<file path="src/rtl/mult_div_unit.sv">
// rtl/mult_div_unit.sv - iterative radix-2 MIPS HI/LO multiply/divide unit
//
// Ports:
//   clk, reset              clock; synchronous active-high reset
//   Start_in, Op_in         launch MULT(00)/MULTU(01)/DIV(10)/DIVU(11) when idle
//   A_in, B_in              rs / rt operands, sampled on the accept edge
//   WriteHI_in, WriteLO_in  MTHI / MTLO strobes, honoured only when idle
//   Data_in                 MTHI / MTLO data
//   Busy_out                high while an operation is in flight
//   Done_out                one-cycle pulse after HI/LO take an operation result
//   HI_out, LO_out          architectural HI / LO registers

module mult_div_unit #(
    parameter int WIDTH = 32
) (
    input  logic             clk,
    input  logic             reset,
    input  logic             Start_in,
    input  logic [1:0]       Op_in,
    input  logic [WIDTH-1:0] A_in,
    input  logic [WIDTH-1:0] B_in,
    input  logic             WriteHI_in,
    input  logic             WriteLO_in,
    input  logic [WIDTH-1:0] Data_in,
    output logic             Busy_out,
    output logic             Done_out,
    output logic [WIDTH-1:0] HI_out,
    output logic [WIDTH-1:0] LO_out
);

    localparam int CW = $clog2(WIDTH + 1);

    typedef enum logic [1:0] {
        IDLE = 2'd0,
        RUN  = 2'd1,
        FIX  = 2'd2
    } state_t;

    state_t state, state_next;

    logic [CW-1:0]      cnt;
    logic [1:0]         op;
    logic [WIDTH-1:0]   opnd;      // multiplicand (multiply) or divisor (divide) magnitude
    logic [WIDTH-1:0]   a_raw;     // dividend as sampled, returned in HI on divide by zero
    logic [WIDTH-1:0]   rem;       // partial remainder
    logic [2*WIDTH-1:0] acc;       // multiply: {partial sum, multiplier}; divide: low half = dividend/quotient
    logic               neg_res;
    logic               neg_rem;

    logic [WIDTH-1:0]   a_mag, b_mag;
    logic [WIDTH:0]     mul_sum;
    logic [WIDTH:0]     div_shift;
    logic               div_ge;
    logic [WIDTH-1:0]   div_rem_next;
    logic [2*WIDTH-1:0] prod_fix;
    logic [WIDTH-1:0]   quo_fix, rem_fix;

    assign Busy_out = (state != IDLE);

    // Op_in[0]=0 marks the signed variants. The most-negative value negates to
    // itself, which is still the correct unsigned magnitude.
    always_comb begin
        a_mag = (!Op_in[0] && A_in[WIDTH-1]) ? -A_in : A_in;
        b_mag = (!Op_in[0] && B_in[WIDTH-1]) ? -B_in : B_in;
    end

    // One iteration of each algorithm.
    always_comb begin
        mul_sum      = {1'b0, acc[2*WIDTH-1:WIDTH]} + (acc[0] ? {1'b0, opnd} : '0);
        div_shift    = {rem, acc[WIDTH-1]};
        div_ge       = (div_shift >= {1'b0, opnd});
        // When div_ge holds the difference is below the divisor, so it fits WIDTH bits.
        div_rem_next = div_ge ? WIDTH'(div_shift - {1'b0, opnd}) : div_shift[WIDTH-1:0];
    end

    // Sign correction applied on the FIX edge.
    always_comb begin
        prod_fix = neg_res ? -acc : acc;
        quo_fix  = neg_res ? -acc[WIDTH-1:0] : acc[WIDTH-1:0];
        rem_fix  = neg_rem ? -rem : rem;
    end

    always_ff @(posedge clk) begin
        if (reset) state <= IDLE;
        else       state <= state_next;
    end

    always_comb begin
        state_next = state;
        case (state)
            IDLE:    if (Start_in) state_next = RUN;
            RUN:     if (cnt == CW'(WIDTH - 1)) state_next = FIX;
            FIX:     state_next = IDLE;
            default: state_next = IDLE;
        endcase
    end

    always_ff @(posedge clk) begin
        if (reset) begin
            cnt      <= '0;
            op       <= '0;
            opnd     <= '0;
            a_raw    <= '0;
            rem      <= '0;
            acc      <= '0;
            neg_res  <= 1'b0;
            neg_rem  <= 1'b0;
            HI_out   <= '0;
            LO_out   <= '0;
            Done_out <= 1'b0;
        end else begin
            Done_out <= (state == FIX);
            case (state)
                IDLE: begin
                    if (Start_in) begin
                        op      <= Op_in;
                        a_raw   <= A_in;
                        cnt     <= '0;
                        rem     <= '0;
                        neg_res <= !Op_in[0] && (A_in[WIDTH-1] ^ B_in[WIDTH-1]);
                        neg_rem <= !Op_in[0] && A_in[WIDTH-1];
                        if (Op_in[1]) begin
                            opnd <= b_mag;
                            acc  <= {{WIDTH{1'b0}}, a_mag};
                        end else begin
                            opnd <= a_mag;
                            acc  <= {{WIDTH{1'b0}}, b_mag};
                        end
                    end
                end
                RUN: begin
                    cnt <= cnt + CW'(1);
                    if (op[1]) begin
                        rem            <= div_rem_next;
                        acc[WIDTH-1:0] <= {acc[WIDTH-2:0], div_ge};
                    end else begin
                        acc <= {mul_sum, acc[WIDTH-1:1]};
                    end
                end
                FIX: begin
                    if (op[1]) begin
                        if (opnd == '0) begin
                            LO_out <= '1;
                            HI_out <= a_raw;
                        end else begin
                            LO_out <= quo_fix;
                            HI_out <= rem_fix;
                        end
                    end else begin
                        HI_out <= prod_fix[2*WIDTH-1:WIDTH];
                        LO_out <= prod_fix[WIDTH-1:0];
                    end
                end
                default: ;
            endcase
            // Busy_out is high in FIX, so these never collide with the result write.
            if (!Busy_out) begin
                if (WriteHI_in) HI_out <= Data_in;
                if (WriteLO_in) LO_out <= Data_in;
            end
        end
    end

endmodule

</file>
<file path="config.mk">
export PLATFORM = sky130hd
export DESIGN_NAME = mult_div_unit
export DESIGN_NICKNAME = d
export VERILOG_FILES = /design/src/rtl/mult_div_unit.sv
export SDC_FILE = /design/constraint.sdc
export NUM_CORES = 1
export LEC_CHECK = 0
export CORE_MARGIN = 4
export CORE_UTILIZATION = 45
export CTS_BUF_LIST = sky130_fd_sc_hd__clkbuf_4
export CTS_CLUSTER_SIZE = 25
export DETAILED_ROUTE_END_ITERATION = 8
export PLACE_DENSITY = 0.72
export SYNTH_ARGS = -nofsm -noshare
export SYNTH_HDL_FRONTEND = slang
export SYNTH_SLANG_ARGS = --single-unit
</file>
<file path="constraint.sdc">
create_clock -name clk -period 6.6 [get_ports clk]
set_input_delay 1.32 -clock clk [delete_from_list [all_inputs] [get_ports clk]]
set_output_delay 1.32 -clock clk [all_outputs]
set_load 0.005 [all_outputs]
</file>
== After elaboration in Yosys (flattened, before gate mapping) ==
Cells that the tools add are included.

* Add/sub/neg operators: 8
* Magnitude comparators: 1
* Equality and inequality tests: 7
* Muxes and demuxes: 31
* Bitwise operators: 1
* Reduce and logical (&&, ||, !) cells: 13

{| class="wikitable"
|+ Operators by type and width
! kind !! count
|-
| 32-bit two-way mux || 22
|-
| 64-bit two-way mux || 2
|-
| 32-bit negator || 4
|-
| 64-bit case mux with 2 select lines || 1
|-
| 64-bit negator || 1
|-
| 32-bit case mux with 2 select lines || 1
|-
| 32-bit by 32-bit adder with 33-bit output || 1
|-
| 33-bit by 32-bit greater-or-equal comparator with 1-bit output || 1
|-
| 32-bit zero test || 1
|-
| 32-bit subtractor || 1
|-
| 6-bit case mux with 2 select lines || 1
|-
| 2-bit != test (second input constant) || 4
|-
| 6-bit by 1-bit adder with 6-bit output (second input constant) || 1
|-
| 6-bit by 5-bit == test with 1-bit output (second input constant) || 1
|-
| 6-bit two-way mux || 1
|-
| 2-bit AND reduction || 3
|-
| 3-bit AND reduction || 2
|-
| 2-bit two-way mux || 2
|-
| 2-bit case mux with 2 select lines || 1
|-
| 2-bit nonzero test || 2
|-
| 1-bit logical AND || 3
|-
| 2-bit by 1-bit == test with 1-bit output (second input constant) || 1
|-
| 2-bit == test (second input constant) || 1
|-
| 2-bit zero test || 1
|-
| 2 further kinds || 2
|}

* Register bits: 237
* Input bits: 103
* Output and inout port bits: 66
* Logic and storage cells: 74

== Logic depth before layout (Yosys ltp) ==
Gate-level depths: netlist of run 1.

* Depth in word-level cells: 7
* Depth in mapped cells: 15

== Worst setup path after synthesis of run 1 ==
Ideal clock, no wire load.

* Path type: input to register
* From: input port B_in[11]
* To: register opnd[30]
* Arrival: 3,878 ps
* Data required time: 6,472 ps
* Path slack: 2,595 ps
* Stages: 9
* Path buffers: 0
* Cell sequence: or4_1 > or4_1 > nor4b_1 > nand2_1 > o21ai_0 > xnor2_1 > or2_2 > a31oi_1 > nor2_1

* Longest elaborated chain between the ends: 3

{| class="wikitable"
|+ Ends and longest elaborated chain
! what !! line !! source
|-
| start: declaration || 21 || <nowiki>input logic [WIDTH-1:0] B_in,</nowiki>
|-
| 32-bit negator || 64 || <nowiki>b_mag = (!Op_in[0] && B_in[WIDTH-1]) ? -B_in : B_in;</nowiki>
|-
| 32-bit two-way mux || 64 ||
|-
| 32-bit two-way mux || 122 || <nowiki>if (Op_in[1]) begin</nowiki>
|-
| end signal: assignment || 123 || <nowiki>opnd <= b_mag;</nowiki>
|-
| end signal: assignment || 126 || <nowiki>opnd <= a_mag;</nowiki>
|-
| end: declaration || 43 || <nowiki>logic [WIDTH-1:0] opnd;</nowiki>
|}

No other way between the ends.
A chain may end at the register's enable or synchronous reset.

== Final worst setup path of run 1 ==
* From: register opnd[1]
* To: register LO_out[0]

* Longest elaborated chain between the ends: 6

{| class="wikitable"
|+ Ends and longest elaborated chain
! what !! line !! source
|-
| 32-bit zero test (*) || 142 || <nowiki>if (opnd == '0) begin</nowiki>
|-
| 32-bit two-way mux (*) || 142 ||
|-
| 32-bit two-way mux (*) || 141 || <nowiki>if (op[1]) begin</nowiki>
|-
| 32-bit two-way mux (*) || 113 || <nowiki>case (state)</nowiki>
|-
| 32-bit two-way mux || 159 || <nowiki>if (WriteLO_in) LO_out <= Data_in;</nowiki>
|-
| 32-bit two-way mux (*) || 157 || <nowiki>if (!Busy_out) begin</nowiki>
|-
| end signal: assignment || 146 || <nowiki>LO_out <= quo_fix;</nowiki>
|-
| end signal: assignment || 151 || <nowiki>LO_out <= prod_fix[WIDTH-1:0];</nowiki>
|-
| end signal: assignment || 159 ||
|-
| end: declaration || 28 || <nowiki>output logic [WIDTH-1:0] LO_out</nowiki>
|}

Mark *: on every way between the ends. The rest lies on a longest branch, timed or not.

==> results of run 1 <==
==> stage by stage <==
step	hold slack (ns)	total power [W]	worst slack (ns)
after detailed placement	0.450	0.00256	1.95
after floorplan	0.433	0.00219	2.59
final	0.460	0.00407	2.35
after global placement	0.443	0.00255	2.03
after CTS	0.459	0.00407	2.41
after global routing	0.484	0.00425	2.10
==> critical path: stages (launching register included) <==
cell                       delay (ns)
sky130_fd_sc_hd__dfxtp_1         0.54
sky130_fd_sc_hd__nor4_1          0.10
sky130_fd_sc_hd__nand4_1         0.12
sky130_fd_sc_hd__or2_2           0.68
sky130_fd_sc_hd__clkinv_1        0.74
sky130_fd_sc_hd__nand2_1         0.73
sky130_fd_sc_hd__nand2_1         0.64
sky130_fd_sc_hd__o221ai_1        0.39
sky130_fd_sc_hd__a21oi_1         0.10
==> registers in the layout (all words and copies together) (netlist names) <==
register and cells:
state 2, cnt 6, rem 32, LO_out 32, a_raw 32, opnd 32, HI_out 32, neg_rem 1
acc 64, Done_out 1, neg_res 1, op 1
==> metal layers <==
layer / vias to the layer above / global-route usage [%] / wire length (um)
li1: 8652 / - / -
met1: 8725 / 41.0 / 27400
met2: 993 / 45.3 / 27400
met3: 188 / 6.47 / 6960
met4: 2 / 13.8 / 3260
met5: - / 0 / 11
==> kinds of logic (layout without fill, tap and decap cells) <==
family / after synthesis / in the layout / share of synthesized area [%]
simple gates: 795 / 795 / 20.9
xor+xnor: 204 / 204 / 10.3
mux: 79 / 79 / 4.62
buf+inv: 230 / 372 / 5.12
compound gates: 720 / 720 / 26.5
other cells: 0 / 1 / 0
flops: 236 / 236 / 27.3
fa+ha+maj: 71 / 71 / 5.22
==> synthesized netlist by cell type (all sizes together), types with 8 or more instances <==
cell type / instances / area (sq um)
a22o: 20 / 175
and3: 11 / 68.8
ha: 69 / 863
nand4: 12 / 75.1
xor2: 101 / 885
a31oi: 20 / 125
dfxtp: 236 / 4720
nor2: 233 / 875
o221ai: 25 / 219
nand2b: 17 / 106
a211oi: 57 / 433
inv: 63 / 236
nand2: 295 / 1110
and2: 9 / 56.3
or2: 8 / 50.1
o41ai: 23 / 201
xnor2: 103 / 902
nand3: 27 / 135
a21oi: 224 / 1120
buf: 20 / 96.3
a311oi: 15 / 131
mux2i: 72 / 721
nor3: 66 / 330
a221oi: 8 / 70.1
or3: 23 / 144
clkbuf: 146 / 549
o22ai: 17 / 106
o21bai: 9 / 67.6
o21ai: 157 / 786
nor4: 30 / 194
o31ai: 34 / 255
o211ai: 30 / 225
a21o: 24 / 180
or4: 29 / 229
nor2b: 20 / 125
a22oi: 12 / 90.1
a2111oi: 8 / 70.1
o21a: 12 / 90.1
==> path summary, 6_finish.rpt <==
| kind | slack (ns) | cells past startpoint | from | end |
|---|---|---|---|---|
| worst min-delay path | 0.46 | 2 | a_raw[26] | a_raw[26] |
| worst max register to register | 2.35 | 8 | opnd[1] | LO_out[0] |
| worst min register to register | 0.46 | 2 | a_raw[26] | a_raw[26] |
| worst max-delay path | 2.35 | 8 | opnd[1] | LO_out[0] |
==> where the power goes <==
group          total, W  switching (W)  internal [W]  leakage (nW)
Sequential      0.00162       0.000111       0.00150          1.93
Clock           0.00151       0.000686      0.000827         0.539
Combinational  0.000942       0.000563      0.000380          5.24
==> area by class of cell <==
type | instances | area (sq um) | area share [%]
diodes | 1 | 2.50 | 0.0124
inverters | 64 | 240 | 1.19
multi-input cells | 1869 | 11700 | 58.4
clock inverters | 16 | 149 | 0.741
well taps | 511 | 639 | 3.18
clock buffers | 103 | 773 | 3.85
repair buffers | 189 | 1840 | 9.13
flip-flops and latches | 236 | 4730 | 23.5
==> out/metrics.json, run 1 <==
{
  "result_of_the_run": "finished clean",
  "vias_per_cell": 6.21,
  "h_tree_depth_reported_by_cts": 3,
  "cts_sink_count": 236,
  "critical_path_peak_fanout": 44,
  "routabilityCongestion": 0.975,
  "yosys_warnings": 0,
  "unrepaired_setup_endpoints_after_global_routing": "false",
  "fin_skew_ns": 0.0607,
  "finish.utilization_pct": 53.2,
  "syn_area_per_cell_sq_um": 7.41,
  "period_needed_ns": 4.25,
  "max-vdd-ir-drop_mv": 0.117,
  "place.port_buffers": 168,
  "detail_route.iter0.violations": 2027,
  "routedWlPerCell_um": 21.8,
  "main_synth_ff_type": "sky130_fd_sc_hd__dfxtp_1",
  "cts_buffer_depth": 3,
  "antenna_found_initial": 3,
  "postCtsHoldBufs": 0,
  "number_of_instances_resized_during_post_cts_repair": 0,
  "place_inst": 2869,
  "final-instance-count-excl-fill": 2989,
  "grt_pass1_wl_um": 98700,
  "globalRouteOverflowTotal": 0,
  "worstMarginPinSlew_ns": 1.22,
  "final_antenna_net_count": 0,
  "maximum_clock_frequency_ghz": 0.235,
  "synth.net_count": 2509,
  "category_of_the_critical_setup_timing_path": "flop to flop",
  "cts_tree": "yes",
  "synth-edff-count": 0,
  "fin_setup_tns_ns": 0,
  "stdcell_area_sq_um": 20100,
  "finalSetupViolations": 0,
  "ys_async_sr_fraction_pct": 0,
  "fillerInstances": 3660,
  "synth_seq_area_share_pct": 27.3,
  "floorplan.die.width_um": 204,
  "crit_arrival_ns": 4.82,
  "worstSetupEndpointType": "flop",
  "grt_use_total_pct": 30.0,
  "area_growth_from_synthesis_to_final_layout_pct": 16.2,
  "mostFrequentLayoutCell": "sky130_fd_sc_hd__nand2_1",
  "drt-total-wl_um": 65100,
  "ys_seq_elements": 236,
  "synth_cells": 2335,
  "first_pass_iters": 6,
  "pwr_density_cell_nw_per_um2": 202,
  "grt_start_max_net_pins": 79,
  "die-area_sq_um": 41600,
  "remaining_drc_errors": 0,
  "core-area_sq_um": 37800,
  "relSlewSlack_pct": 18.2,
  "static_leakage_nw": 7.71,
  "io_pins": 169,
  "worstSkewPairLatency_ns": 0.78,
  "placed_area_sq_um": 19200,
  "die_height_um": 204,
  "fin_nets": 2604,
  "worst_setup_path_start_kind": "flop",
  "cts_buf_count": 70,
  "clk_pin_slew_ns": 0.06,
  "postCtsSetupRepairBufs": 0,
  "drive_gt1_share_pct": 6.62,
  "vias": 18560,
  "dp_hpwl_um": 49300,
  "synth_cell_type_count": 73,
  "finalHoldViolations": 0,
  "layout.cells.most_common_list": "sky130_fd_sc_hd__nand2_1 (294), sky130_fd_sc_hd__dfxtp_1 (234), sky130_fd_sc_hd__nor2_1 (233), sky130_fd_sc_hd__a21oi_1 (224), sky130_fd_sc_hd__clkdlybuf4s50_1 (166)",
  "first_global_vias": 17227,
  "row_count": 71,
  "finalCritPeriodShare_pct": 64.4,
  "post_synthesis_instance_area_sq_um": 17300,
  "clockRootBuffer": "sky130_fd_sc_hd__clkbuf_4",
  "slew_viol_final": 0,
  "timing.critical_path.required_ns": 7.18,
  "worstHoldPathType": "flop to flop",
  "start_util_pct": 45.8,
  "cap_viol_max_count": 0
}
Power figures use the tool's default switching activity.
==> run 2: changes to the inputs <==
PLACE_DENSITY = 0.75   (was 0.72)
clock period = 3.8 ns   (was 6.6 ns; I/O delays follow)
==> run 2 against run 1 <==
  * Total power grew 74%
  * First-iteration DRC count shrank 11%
  * Register-to-register slack lost 2.3 ns
  * Combinational power grew 87%
  * Non-clock buffer count rose by 80
  * Critical endpoint is now HI_out[21]
  * Largest cell class unchanged
  * Highest routed layer unchanged
==> out/metrics.json, run 2 (synthesized netlist as in run 1, its figures left out) <==
{
  "crit_top_cell": "sky130_fd_sc_hd__or4_4",
  "result_of_the_run": "finished clean",
  "layout.cells.most_common_list": "sky130_fd_sc_hd__nand2_1 (294), sky130_fd_sc_hd__dfxtp_1 (234), sky130_fd_sc_hd__nor2_1 (233), sky130_fd_sc_hd__a21oi_1 (224), sky130_fd_sc_hd__clkdlybuf4s50_1 (166)",
  "mostFrequentLayoutCell": "sky130_fd_sc_hd__nand2_1",
  "grt_pass1_wl": {"value": 99700, "unit": "um", "change": "+1.1%"},
  "max-vdd-ir-drop": {"value": 0.249, "unit": "mV", "change": "+110%"},
  "h_tree_depth_reported_by_cts": {"value": 3, "change": "unchanged"},
  "hold_ws": {"value": 0.452, "unit": "ns", "change": "-0.00782 ns"},
  "finish.utilization": {"value": 54.9, "unit": "%", "change": "+1.7 points"},
  "crit_arrival": {"value": 4.36, "unit": "ns", "change": "-0.46 ns"},
  "vias": {"value": 18933, "change": "+2.0%"},
  "cts_buf_count": {"value": 70, "change": "unchanged"},
  "fin_skew": {"value": 0.0667, "unit": "ns", "change": "+0.00592 ns"},
  "slew_viol_final": {"value": 0, "change": "unchanged"},
  "period_needed": {"value": 3.70, "unit": "ns", "change": "-0.549 ns"},
  "first_global_vias": {"value": 17575, "change": "+2.0%"},
  "place.port_buffers": {"value": 168, "change": "unchanged"},
  "worstSetupEndpointType": "flop",
  "dp_hpwl": {"value": 51200, "unit": "um", "change": "+3.8%"},
  "grt.busiest_layer": "met2",
  "postCtsHoldBufs": {"value": 0, "change": "unchanged"},
  "area_growth_from_synthesis_to_final_layout_pct": 19.8,
  "grt_util_met3": {"value": 6.68, "unit": "%", "change": "+0.21 points"},
  "postLayoutSetupSlackWorst": {"value": 0.100, "unit": "ns", "change": "-2.25 ns"},
  "routedWlPerCell": {"value": 21.6, "unit": "um", "change": "-0.56%"},
  "worstHoldPathType": "input port to flop",
  "first_pass_iters": {"value": 7, "change": "+1"},
  "finalCritPeriodShare": {"value": 97.4, "unit": "%", "change": "+33 points"},
  "remaining_drc_errors": {"value": 0, "change": "unchanged"},
  "dp_slack": {"value": 0.0419, "unit": "ns", "change": "-1.91 ns"},
  "static_leakage": {"value": 8.11, "unit": "nW", "change": "+5.2%"},
  "start_util": {"value": 45.8, "unit": "%", "change": "unchanged"},
  "finalSetupViolations": {"value": 0, "change": "unchanged"},
  "fillerInstances": {"value": 3668, "change": "+0.22%"},
  "die_height": {"value": 204, "unit": "um", "change": "unchanged"},
  "max_flop_register": "acc",
  "max_stage_delay_cell_worst_path": "sky130_fd_sc_hd__or4_4",
  "pwr_density_cell": {"value": 342, "unit": "nW/um^2", "change": "+69%"},
  "drt-total-wl": {"value": 66400, "unit": "um", "change": "+2.1%"},
  "worst_path_largest_cell_delay": {"value": 0.59, "unit": "ns", "change": "-0.15 ns"},
  "fin_setup_tns": {"value": 0, "unit": "ns", "change": "unchanged"},
  "final_antenna_net_count": {"value": 0, "change": "unchanged"},
  "unrepaired_setup_endpoints_after_global_routing": "false",
  "worstMarginPinSlew": {"value": 0.942, "unit": "ns", "change": "-0.279 ns"},
  "finalHoldViolations": {"value": 0, "change": "unchanged"},
  "floorplan.die.width": {"value": 204, "unit": "um", "change": "unchanged"},
  "cts_tree": "yes",
  "cap_viol_max_count": {"value": 0, "change": "unchanged"},
  "flip_flop_count_of_the_largest_register_after_layout": {"value": 64, "change": "unchanged"},
  "global_route_met1_usage": {"value": 40.9, "unit": "%", "change": "-0.12 points"},
  "antenna_found_initial": {"value": 7, "change": "+4"},
  "fin_nets": {"value": 2684, "change": "+3.1%"},
  "row_count": {"value": 71, "change": "unchanged"},
  "timing.critical_path.required": {"value": 4.46, "unit": "ns", "change": "-2.72 ns"},
  "grt_use_total": {"value": 30.3, "unit": "%", "change": "+0.35 points"},
  "clk_pin_slew": {"value": 0.07, "unit": "ns", "change": "about the same"},
  "grtUsageMet2": {"value": 47.4, "unit": "%", "change": "+2.1 points"},
  "clockRootBuffer": "sky130_fd_sc_hd__clkbuf_4",
  "total_power": {"value": 0.00709, "unit": "W", "change": "+74%"},
  "cts_buffer_depth": {"value": 3, "change": "unchanged"},
  "core-area": {"value": 37800, "unit": "sq um", "change": "unchanged"},
  "die-area": {"value": 41600, "unit": "sq um", "change": "unchanged"},
  "grt_start_max_net_pins": {"value": 78, "change": "-1.3%"},
  "maximum_clock_frequency": {"value": 0.270, "unit": "GHz", "change": "+15%"},
  "routabilityCongestion": {"value": 0.969, "change": "-0.66%"},
  "cts_sink_count": {"value": 236, "change": "unchanged"},
  "critical_path_peak_fanout": {"value": 8, "change": "-82%"},
  "io_pins": {"value": 169, "change": "unchanged"},
  "globalRouteOverflowTotal": {"value": 0, "change": "unchanged"},
  "critical_path.cell_chain": "or4_4, or3_4, or4_4, or4_4, or2_4, or4b_1, o311ai_1, a211oi_2, nor4_2",
  "detail_route.iter0.violations": {"value": 1809, "change": "-11%"},
  "worstSkewPairLatency": {"value": 0.77, "unit": "ns", "change": "about the same"},
  "vias_per_cell": {"value": 6.17, "change": "-0.62%"},
  "category_of_the_critical_setup_timing_path": "flop to flop",
  "postCtsSetupRepairBufs": {"value": 0, "change": "unchanged"},
  "worst_setup_path_start_kind": "flop",
  "relSlewSlack": {"value": 37.0, "unit": "%", "change": "+19 points"},
  "drive_gt1_share": {"value": 9.59, "unit": "%", "change": "+3.0 points"}
}
## run 2: through the flow
step	std cells	area (sq um)
5_1_grt	3067	20700
4_1_cts	3065	20700
3_3_place_gp	2949	19800
2_1_floorplan	2335	17300
3_5_place_dp	2949	19800
6_report	3068	20700
## run 2: where the power goes
| part | internal, W | switching, W |
|---|---|---|
| clock network | 0.00138 | 0.00118 |
| registers | 0.00261 | 0.000151 |
| logic | 0.000731 | 0.00103 |
| total | 0.00472 | 0.00237 |
## run 2: cell type report
cell class	instances	area (sq um)	share of cell area [%]
repair buffers	269	2470	11.9
inverters	64	240	1.16
clock inverters	19	168	0.809
multi-input cells	1869	11700	56.6
flip-flops and latches	236	4730	22.8
well taps	511	639	3.08
diodes	3	7.51	0.0362
clock buffers	97	728	3.51
## run 2: final timing paths
path,cells after the start,from,slack [ns],endpoint
max,9,acc[9],0.10,HI_out[21]
max reg2reg,9,acc[9],0.10,HI_out[21]
min reg2reg,2,a_raw[24],0.45,a_raw[24]
min,2,reset,0.45,acc[44]
## run 2: worst max-delay path, delay by kind of cell, from the launching register on
family / cells / cell delay (ns)
flip-flops: 1 / 0.32
AO/OA/AOI/OAI: 2 / 0.19
AND/OR/NAND/NOR: 7 / 3.10
## run 2: metal layers
layer / vias up / part of all wire, %
met5: - / 0.048
met4: 6 / 4.2
met3: 164 / 10
met2: 931 / 44
met1: 9008 / 42
li1: 8824 / -
## run 2: timing repair
| action | 4_1_cts | 5_1_grt |
|---|---|---|
| resized for setup | 0 | 3 |
| setup endpoints to repair | 0 | 2 |
| endpoints found under the hold margin | 0 | 0 |
